<file path="src/rtl/overlay_host_pkg.sv">
// Shared constants, derived counter widths and FSM encoding for the overlay host sequencer.
package overlay_host_pkg;

  localparam int PE_NUM      = 8;
  localparam int DATA_WIDTH  = 16;
  localparam int INST_WIDTH  = 32;
  localparam int INST_DEPTH  = 16;
  localparam int COMPUTE_LAT = 12;
  localparam int TIMEOUT     = 64;

  localparam int WORD_WIDTH  = 2 * DATA_WIDTH;
  localparam int INST_AW     = $clog2(INST_DEPTH);
  localparam int INST_NW     = INST_AW + 1;
  localparam int PE_CW       = $clog2(PE_NUM);
  localparam int LAT_CW      = $clog2(COMPUTE_LAT);
  localparam int TO_CW       = $clog2(TIMEOUT);

  typedef enum logic [2:0] {
    ST_IDLE  = 3'd0,
    ST_INST  = 3'd1,
    ST_FEED  = 3'd2,
    ST_WAIT  = 3'd3,
    ST_LOAD  = 3'd4,
    ST_DRAIN = 3'd5
  } state_t;

  // Requests larger than the buffer replay the whole buffer once.
  function automatic logic [INST_NW-1:0] clamp_inst_num(input logic [INST_NW-1:0] n);
    return (n > INST_NW'(INST_DEPTH)) ? INST_NW'(INST_DEPTH) : n;
  endfunction

endpackage

</file>
<file path="src/rtl/ovl_result_fifo.sv">
// Synchronous first-word-fall-through FIFO holding array results until the host drains them.
module ovl_result_fifo #(
  parameter int DEPTH = 8,
  parameter int WIDTH = 32
) (
  input  logic             clk,
  input  logic             rst,
  input  logic             push,
  input  logic [WIDTH-1:0] push_data,
  input  logic             pop,
  output logic [WIDTH-1:0] pop_data,
  output logic             empty
);

  localparam int AW = (DEPTH > 1) ? $clog2(DEPTH) : 1;
  localparam int CW = $clog2(DEPTH + 1);

  logic [WIDTH-1:0] mem [DEPTH];
  logic [AW-1:0]    wr_ptr;
  logic [AW-1:0]    rd_ptr;
  logic [CW-1:0]    count;
  logic             full;
  logic             do_push;
  logic             do_pop;

  assign empty    = (count == '0);
  assign full     = (count == CW'(DEPTH));
  assign do_pop   = pop & ~empty;
  assign do_push  = push & (~full | do_pop);
  assign pop_data = empty ? '0 : mem[rd_ptr];

  always_ff @(posedge clk) begin
    if (do_push) begin
      mem[wr_ptr] <= push_data;
    end
  end

  always_ff @(posedge clk or negedge rst) begin
    if (!rst) begin
      wr_ptr <= '0;
      rd_ptr <= '0;
      count  <= '0;
    end else begin
      if (do_push) begin
        wr_ptr <= (wr_ptr == AW'(DEPTH - 1)) ? '0 : wr_ptr + AW'(1);
      end
      if (do_pop) begin
        rd_ptr <= (rd_ptr == AW'(DEPTH - 1)) ? '0 : rd_ptr + AW'(1);
      end
      case ({do_push, do_pop})
        2'b10:   count <= count + CW'(1);
        2'b01:   count <= count - CW'(1);
        default: count <= count;
      endcase
    end
  end

endmodule

</file>
<file path="src/rtl/overlay_host_ctrl.sv">
// Host sequencer for the PE-array overlay: instruction playback, batch feed, load strobe, result capture.
// Optional: define OVL_DRAIN_TIMEOUT_EN to abort a stalled DRAIN after TIMEOUT idle cycles and raise err.
module overlay_host_ctrl
  import overlay_host_pkg::*;
(
  input  logic                  clk,
  input  logic                  rst,
  input  logic                  start,
  input  logic [INST_NW-1:0]    inst_num,
  input  logic                  inst_wr_en,
  input  logic [INST_AW-1:0]    inst_wr_addr,
  input  logic [INST_WIDTH-1:0] inst_wr_data,
  input  logic                  s_data_v,
  output logic                  s_data_rdy,
  input  logic [WORD_WIDTH-1:0] s_data,
  output logic                  ov_inst_v,
  output logic [INST_WIDTH-1:0] ov_inst,
  output logic                  ov_din_v,
  output logic [WORD_WIDTH-1:0] ov_din,
  output logic                  ov_alpha_v,
  output logic                  ov_load,
  input  logic                  ov_dout_v,
  input  logic [WORD_WIDTH-1:0] ov_dout,
  output logic                  m_v,
  input  logic                  m_rdy,
  output logic [WORD_WIDTH-1:0] m_data,
  output logic                  busy,
  output logic                  done,
  output logic                  err
);

  state_t                state;
  state_t                state_next;
  logic [INST_WIDTH-1:0] inst_mem [INST_DEPTH];
  logic [INST_NW-1:0]    inst_len;
  logic [INST_AW-1:0]    inst_cnt;
  logic [PE_CW-1:0]      feed_cnt;
  logic [PE_CW-1:0]      cap_cnt;
  logic [LAT_CW-1:0]     wait_cnt;
  logic                  fifo_empty;
  logic                  start_ok;
  logic                  inst_last;
  logic                  accept;
  logic                  feed_last;
  logic                  wait_last;
  logic                  capture;
  logic                  cap_last;
  logic                  timeout_hit;

`ifdef OVL_DRAIN_TIMEOUT_EN
  logic [TO_CW-1:0]      to_cnt;
  logic                  err_q;
`endif

  assign busy = (state != ST_IDLE);
  assign m_v  = ~fifo_empty;

  // Instruction buffer keeps its contents across reset; writes land only while idle.
  always_ff @(posedge clk) begin
    if (inst_wr_en && (state == ST_IDLE)) begin
      inst_mem[inst_wr_addr] <= inst_wr_data;
    end
  end

  always_ff @(posedge clk or negedge rst) begin
    if (!rst) begin
      state <= ST_IDLE;
    end else begin
      state <= state_next;
    end
  end

  always_comb begin
    state_next  = state;
    s_data_rdy  = 1'b0;
    ov_load     = 1'b0;
    start_ok    = 1'b0;
    inst_last   = 1'b0;
    accept      = 1'b0;
    feed_last   = 1'b0;
    wait_last   = 1'b0;
    capture     = 1'b0;
    cap_last    = 1'b0;
    timeout_hit = 1'b0;
    case (state)
      ST_IDLE: begin
        // A new batch may not start until the previous results are fully drained.
        if (start && fifo_empty) begin
          start_ok   = 1'b1;
          state_next = (inst_num == '0) ? ST_FEED : ST_INST;
        end
      end
      ST_INST: begin
        inst_last = ((INST_NW'(inst_cnt) + INST_NW'(1)) == inst_len);
        if (inst_last) begin
          state_next = ST_FEED;
        end
      end
      ST_FEED: begin
        s_data_rdy = 1'b1;
        accept     = s_data_v;
        feed_last  = s_data_v && (feed_cnt == PE_CW'(PE_NUM - 1));
        if (feed_last) begin
          state_next = ST_WAIT;
        end
      end
      ST_WAIT: begin
        wait_last = (wait_cnt == LAT_CW'(COMPUTE_LAT - 1));
        if (wait_last) begin
          state_next = ST_LOAD;
        end
      end
      ST_LOAD: begin
        ov_load    = 1'b1;
        state_next = ST_DRAIN;
      end
      ST_DRAIN: begin
        capture  = ov_dout_v;
        cap_last = ov_dout_v && (cap_cnt == PE_CW'(PE_NUM - 1));
`ifdef OVL_DRAIN_TIMEOUT_EN
        timeout_hit = !ov_dout_v && (to_cnt == TO_CW'(TIMEOUT - 1));
`endif
        if (cap_last || timeout_hit) begin
          state_next = ST_IDLE;
        end
      end
      default: state_next = ST_IDLE;
    endcase
  end

  // Registered array-side outputs and the per-phase counters.
  always_ff @(posedge clk or negedge rst) begin
    if (!rst) begin
      inst_len   <= '0;
      inst_cnt   <= '0;
      feed_cnt   <= '0;
      wait_cnt   <= '0;
      cap_cnt    <= '0;
      ov_inst_v  <= 1'b0;
      ov_inst    <= '0;
      ov_din_v   <= 1'b0;
      ov_din     <= '0;
      ov_alpha_v <= 1'b0;
      done       <= 1'b0;
    end else begin
      ov_inst_v  <= 1'b0;
      ov_din_v   <= 1'b0;
      ov_alpha_v <= 1'b0;
      done       <= cap_last | timeout_hit;
      if (start_ok) begin
        inst_len <= clamp_inst_num(inst_num);
        inst_cnt <= '0;
      end
      if (state == ST_INST) begin
        ov_inst_v <= 1'b1;
        ov_inst   <= inst_mem[inst_cnt];
        inst_cnt  <= inst_last ? '0 : inst_cnt + INST_AW'(1);
      end
      if (accept) begin
        ov_din_v   <= 1'b1;
        ov_din     <= s_data;
        ov_alpha_v <= (feed_cnt == '0);
        feed_cnt   <= feed_last ? '0 : feed_cnt + PE_CW'(1);
      end
      if (state == ST_WAIT) begin
        wait_cnt <= wait_last ? '0 : wait_cnt + LAT_CW'(1);
      end
      if (cap_last || timeout_hit) begin
        cap_cnt <= '0;
      end else if (capture) begin
        cap_cnt <= cap_cnt + PE_CW'(1);
      end
    end
  end

`ifdef OVL_DRAIN_TIMEOUT_EN
  // Idle-cycle counter restarts on every captured word; err stays set until reset.
  always_ff @(posedge clk or negedge rst) begin
    if (!rst) begin
      to_cnt <= '0;
      err_q  <= 1'b0;
    end else begin
      if ((state != ST_DRAIN) || capture || timeout_hit) begin
        to_cnt <= '0;
      end else begin
        to_cnt <= to_cnt + TO_CW'(1);
      end
      if (timeout_hit) begin
        err_q <= 1'b1;
      end
    end
  end
  assign err = err_q;
`else
  assign err = 1'b0;
`endif

  ovl_result_fifo #(
    .DEPTH (PE_NUM),
    .WIDTH (WORD_WIDTH)
  ) u_result_fifo (
    .clk       (clk),
    .rst       (rst),
    .push      (capture),
    .push_data (ov_dout),
    .pop       (m_rdy),
    .pop_data  (m_data),
    .empty     (fifo_empty)
  );

endmodule

</file>
<file path="config.mk">
export PLATFORM = sky130hd
export DESIGN_NAME = overlay_host_ctrl
export DESIGN_NICKNAME = d
export VERILOG_FILES = /design/src/rtl/overlay_host_pkg.sv /design/src/rtl/ovl_result_fifo.sv /design/src/rtl/overlay_host_ctrl.sv
export SDC_FILE = /design/constraint.sdc
export NUM_CORES = 1
export LEC_CHECK = 0
export ABC_AREA = 1
export CORE_ASPECT_RATIO = 1.75
export CORE_MARGIN = 1
export CORE_UTILIZATION = 40
export CTS_CLUSTER_SIZE = 25
export DETAILED_ROUTE_END_ITERATION = 10
export HOLD_SLACK_MARGIN = 0.15
export PLACE_DENSITY = 0.58
export SYNTH_ARGS = -nofsm -noshare
export SYNTH_HDL_FRONTEND = slang
export SYNTH_HIERARCHICAL = 1
export SYNTH_SLANG_ARGS = --single-unit
</file>
<file path="constraint.sdc">
create_clock -name clk -period 4.25 [get_ports clk]
set_clock_uncertainty 0.15 [all_clocks]
set_input_delay 0.85 -clock clk [delete_from_list [all_inputs] [get_ports clk]]
set_output_delay 0.85 -clock clk [all_outputs]
set_load 0.01 [all_outputs]
</file>
# Word level (Yosys, flattened, before mapping)

Memories as Yosys holds them, arrays and structs flattened. A register that Yosys moved wholly into a read port is not among the register bits.
Cells that the tools add are included.

Logic and storage cells: 100
Input bits: 112
Output and inout bits: 105
Memories kept: 2
Memory bits (writable): 768
Bits in registers: 68

Bitwise logic cells: 5
Mux-type cells: 36
$add $sub $neg: 9
Magnitude comparators: 1
Reductions and logical operators: 14
Equality and inequality tests: 19

Memories:

| name              | depth | bits a word | read ports | clocked after memory_dff | write ports | RTL line                | RTL |
|---|---|---|---|---|---|---|---|
| inst_mem          | 16    | 32          | 1          | 1                        | 1           | overlay_host_ctrl.sv:34 | `logic [INST_WIDTH-1:0] inst_mem [INST_DEPTH];` |
| u_result_fifo.mem | 8     | 32          | 1          | 0                        | 1           | ovl_result_fifo.sv:18   | `logic [WIDTH-1:0] mem [DEPTH];` |

Operator list:

| operator            | number |
|---|---|
| $mux 32             | 1 |
| $mux 3              | 10 |
| $eq 3x3->1 const B  | 6 |
| $pmux 3 s6          | 1 |
| $mux 1              | 17 |
| $mux 4              | 4 |
| $add 3x1->3 const B | 4 |
| $add 4x1->4 const B | 3 |
| $eq 4x4->1 const B  | 2 |
| $ne 2x2->1 const B  | 4 |
| $pmux 4 s2          | 1 |
| $eq 3x2->1 const B  | 2 |
| $logic_not 3->1     | 2 |
| $reduce_bool 2->1   | 3 |
| $add 4x1->5 const B | 1 |
| $eq 5x5->1          | 1 |
| $gt 5x5->1 const B  | 1 |
| $logic_not 5->1     | 1 |
| $mux 5              | 1 |
| $reduce_and 5->1    | 1 |
| $logic_and 1x1->1   | 4 |
| $logic_not 4->1     | 1 |
| $sub 4x1->4 const B | 1 |
| $eq 3x1->1 const B  | 1 |
| other kinds (9)     | 11 |

# Depth between registers and ports, before layout

Depth in word-level cells: 7
Mapped depth: 13

# Cells and area by module

Netlist, hierarchy kept.

By module, submodules not included:

| module            | area an instance (um^2) | cells each | instances |
|---|---|---|---|
| overlay_host_ctrl | 23912.9                 | 2012       | 1 |
| ovl_result_fifo   | 10684.0                 | 845        | 1 |

# Worst setup path after synthesis

No wires, ideal clock.

Path kind: in2reg
From: in ov_dout_v
To: mem u_result_fifo.mem[0][0], enable pin
Required time: 3.679 ns
Path buffers: 0
Stages: 6
Slack: 0.827 ns
Library setup time: 0.421 ns
Arrival time: 2.851 ns
Cell sequence: inv_1 -> nor2_1 -> nand2_1 -> inv_1 -> nand2_1 -> nor2_1

Longest elaborated chain between the ends: 4

Ends and longest elaborated chain:

| what                         | RTL line                | RTL |
|---|---|---|
| start, declared              | overlay_host_ctrl.sv:22 | `input logic ov_dout_v,` |
| $mux 1                       | overlay_host_ctrl.sv:85 | `case (state)` |
| named net capture            | overlay_host_ctrl.sv:46 | `logic capture;` |
| $and 1x1->1                  | ovl_result_fifo.sv:29   | `assign do_push = push & (~full \| do_pop);` |
| $mux 1                       | ovl_result_fifo.sv:33   | `if (do_push) begin` |
| $mux 1 (implied by the code) | ovl_result_fifo.sv:34   | `mem[wr_ptr] <= push_data;` |
| end, declared                | ovl_result_fifo.sv:18   |  |

The timed path passes the listed nets, and every way through them passes these cells.

# Worst setup path after layout

From: reg u_result_fifo.rd_ptr[0]
To: out m_data[28]

Longest elaborated chain between the ends: 2

Ends and longest elaborated chain:

| what                   | RTL line                | RTL |
|---|---|---|
| start, declared        | ovl_result_fifo.sv:20   | `logic [AW-1:0] rd_ptr;` |
| start signal, assigned | ovl_result_fifo.sv:48   | `rd_ptr <= (rd_ptr == AW'(DEPTH - 1)) ? '0 : rd_ptr + AW'(1);` |
| $mem_v2 8x32           | -                       |  |
| $mux 32                | ovl_result_fifo.sv:30   | `assign pop_data = empty ? '0 : mem[rd_ptr];` |
| end, declared          | overlay_host_ctrl.sv:26 | `output logic [WORD_WIDTH-1:0] m_data,` |

No other way between the ends.

==> flow_summary_export.csv <==
group,metric,value,unit
clock_network,cts_max_level,3,
placed_design,place.gp.congestion,0.797,
synthesis,syn_area,34600,µm²
setup_path,crit_slowest_cell,"clkdlybuf4s50_1",
setup_path,path_common_cell,"nor2_1",
global_routing,grt_pass1_vias,22400,
synthesis,netlist_instances,2857,
die,start_util,40.4,%
finish,diodes,0,
die,die_h,391,µm
detailed_routing,via_per_inst,5.14,
setup_path,critPathKind,"flip-flop to output port",
die,coreArea,85600,µm²
global_routing,grt_util_met1,23.6,%
power,p_total,26.6,mW
synthesis,yosys_warnings,6,
setup_path,cp-start-kind,"flip-flop",
clock_network,postCtsSetupRepairBufs,0,
finish,final_util,47.8,%
die,dieArea,87700,µm²
setup_path,crit_buf_inv,2,
synthesis,ys_types,34,
timing,fmax,257,MHz
clock_network,cts_root_buf,"clkbuf_16",
timing,tns,0,ns
die,dieWidth,224,µm
detailed_routing,firstDrtPassIters,6,
timing,rsz0062_at_grt,"false",
finish,fillers,7635,
timing,timing_worst_slew_pin_value,1.15,ns
die,rows,142,
status,outcome,"completed",
finish,area_growth,18.3,%
synthesis,synth-edff-count,768,
detailed_routing,drt_wl_total,84400,µm
power,p_per_area,650,nW/µm²
global_routing,grtUsageTotal,19.4,%
timing,slew_viol_final,0,
flow_run,maxCapViolCount,0,
setup_path,crit_arrival,2.90,ns
global_routing,grt_use_met2,35.0,%
detailed_routing,drc,0,
detailed_routing,routedWlPerCell,19.8,µm
finish,final_area,40900,µm²
finish,final_nets,3173,
timing,finalHoldViolCount,0,
detailed_routing,via_count,21900,
synthesis,ys_ff_latch,868,
global_routing,grt_overflow_total,0,
synthesis,syn_nets,2983,
global_routing,grtUsageMet3,2.81,%
finish,register_area,25600,µm²
finish,drive_gt1_share,7.16,%
setup_path,endpoint_kind,"output port",
die,io_pins,217,
timing,fin_crit_sh,91.7,%
detailed_routing,ant_nets,0,
clock_network,cts_made_buffers,80,
synthesis,avgSynthCellArea,12.1,µm²
power,power.leakage,14.7,nW
clock_network,cts_sinks,868,
setup_path,required,3.25,ns
synthesis,ys_async_sr_fraction,11.5,%
setup_path,path_max_fanout,54,
global_routing,top_usage_layer,"met2",
clock_network,cts_tree,"built",
synthesis,synth_flop_cell,"edfxtp_1",
global_routing,antenna_found_initial,4,
timing,setup_violations,0,
setup_path,r2r_setup_slack,1.22,ns
placed_design,port_buffers,215,
placed_design,dp_hpwl,52400,µm
setup_path,slowest_delay,0.58,ns
detailed_routing,drtIter0Drc,1583,
clock_network,clockBufferDepth,3,
global_routing,grt_max_degree,145,
power,ir_drop,465,µV
min_path,hold_class,"flip-flop to flip-flop",
timing,slew_headroom,23.2,%
finish,multi_input_area,8030,µm²
setup_path,worstPathCellList,"buf_4, nor2_1, nor2_1, o21ai_1, o211ai_1, nand2_1, nor2_1, clkdlybuf4s50_1",
placed_design,place_area,38100,µm²
global_routing,grt_pass1_wl,130000,µm
synthesis,yosysSeqAreaShare,73.9,%
clock_network,clk_pin_slew,0.07,ns
clock_network,clk_latency,0.66,ns
timing,fin_crit,3.90,ns
setup_path,critPathTopFamily,"buffers and inverters",
==> synth_stat cells (32+ instances only) <==
master      n  area [µm²]
o21ai_1    47         235
buf_2      59         295
clkbuf_1   61         229
inv_1      78         293
nor2_1    459        1720
dfrtp_1   100        2500
nand3_1    60         300
o211ai_1   32         240
nand2_1   595        2230
o22ai_1   100         626
edfxtp_1  768       23100
o21ai_0   287        1440
a21oi_1   100         500
==> path summary, 6_finish.rpt <==
check	to	start	cells past startpoint
worst max register to register	inst_mem[3][12]	state[0]	8
worst min-delay path	ov_alpha_v	feed_cnt[2]	1
max in group asynchronous	ov_inst[2]	rst	3
worst max-delay path	m_data[28]	u_result_fifo/rd_ptr[0]	8
min in group asynchronous	ov_inst[14]	rst	2
worst min register to register	ov_alpha_v	feed_cnt[2]	1
==> cell families after synthesis <==
| family | Yosys count | share of synthesized area (%) |
|---|---|---|
| adder cells (fa/ha/maj) | 14 | 0.528 |
| other | 1 | 0.0108 |
| XOR/XNOR | 1 | 0.0253 |
| buffers and inverters | 247 | 3.42 |
| AO/OA/AOI/OAI | 601 | 9.54 |
| AND/OR/NAND/NOR | 1125 | 12.6 |
| flip-flops | 868 | 73.9 |
==> registers in the layout, indices dropped and copies added (netlist names) <==
| signal | count |
|---|---|
| state | 3 |
| ov_din_v | 1 |
| inst_mem | 512 |
| u_result_fifo/mem | 256 |
| done | 1 |
| ov_inst | 32 |
| ov_inst_v | 1 |
| inst_len | 5 |
| u_result_fifo/rd_ptr | 3 |
| cap_cnt | 3 |
| ov_din | 32 |
| feed_cnt | 3 |
| u_result_fifo/count | 4 |
| ov_alpha_v | 1 |
| u_result_fifo/wr_ptr | 3 |
| inst_cnt | 4 |
| wait_cnt | 4 |
==> layout by cell type, fill, tap and decap left out, drive strengths merged, types with 13 or more instances in the layout <==
cell type / instances
edfxtp: 768
nand2: 598
nor2: 459
o21ai: 334
clkdlybuf4s50: 214
clkbuf: 108
o22ai: 100
a21oi: 100
dfrtp: 100
inv: 87
nand3: 61
buf: 54
o211ai: 32
a21boi: 32
clkinv: 24
ha: 13
==> power by group <==
group / switching, mW / leakage, nW / internal, mW / total, mW
clock network: 3.19 / 1.33 / 4.35 / 7.53
registers: 0.434 / 8.15 / 9.87 / 10.3
logic: 5.64 / 5.19 / 3.12 / 8.76
total: 9.26 / 14.7 / 17.3 / 26.6
==> through the flow <==
stage          cells  hold WS (ns)  setup slack [ns]
4_1_cts         4265         0.330             0.193
3_5_place_dp    4116         0.313             0.836
3_3_place_gp    4116         0.310             0.754
2_1_floorplan   2857         0.278             0.827
6_report        4265         0.324             0.353
5_1_grt         4265         0.341             0.148
==> layer usage <==
layer,vias to the layer above,share of wire [%]
met5,-,0.058
met4,8,2.3
met3,108,5.0
met2,579,52
met1,10800,40
li1,10400,-
==> area by class of cell <==
| cell class | instances | share of cell area, % |
|---|---|---|
| Timing Repair Buffer | 269 | 6.75 |
| Sequential cell | 868 | 62.5 |
| Multi-Input combinational cell | 1742 | 19.6 |
| Tap cell | 1152 | 3.52 |
| Inverter | 86 | 0.804 |
| Clock inverter | 40 | 1.30 |
| Clock buffer | 108 | 5.47 |
==> what timing repair did <==
action / in CTS / in global routing
hold buffers: 1 / 0
endpoints found under the setup margin: 0 / 1
resized for setup: 0 / 1
endpoints found under the hold margin: 42 / 0
(Power assumes the default switching activity.)
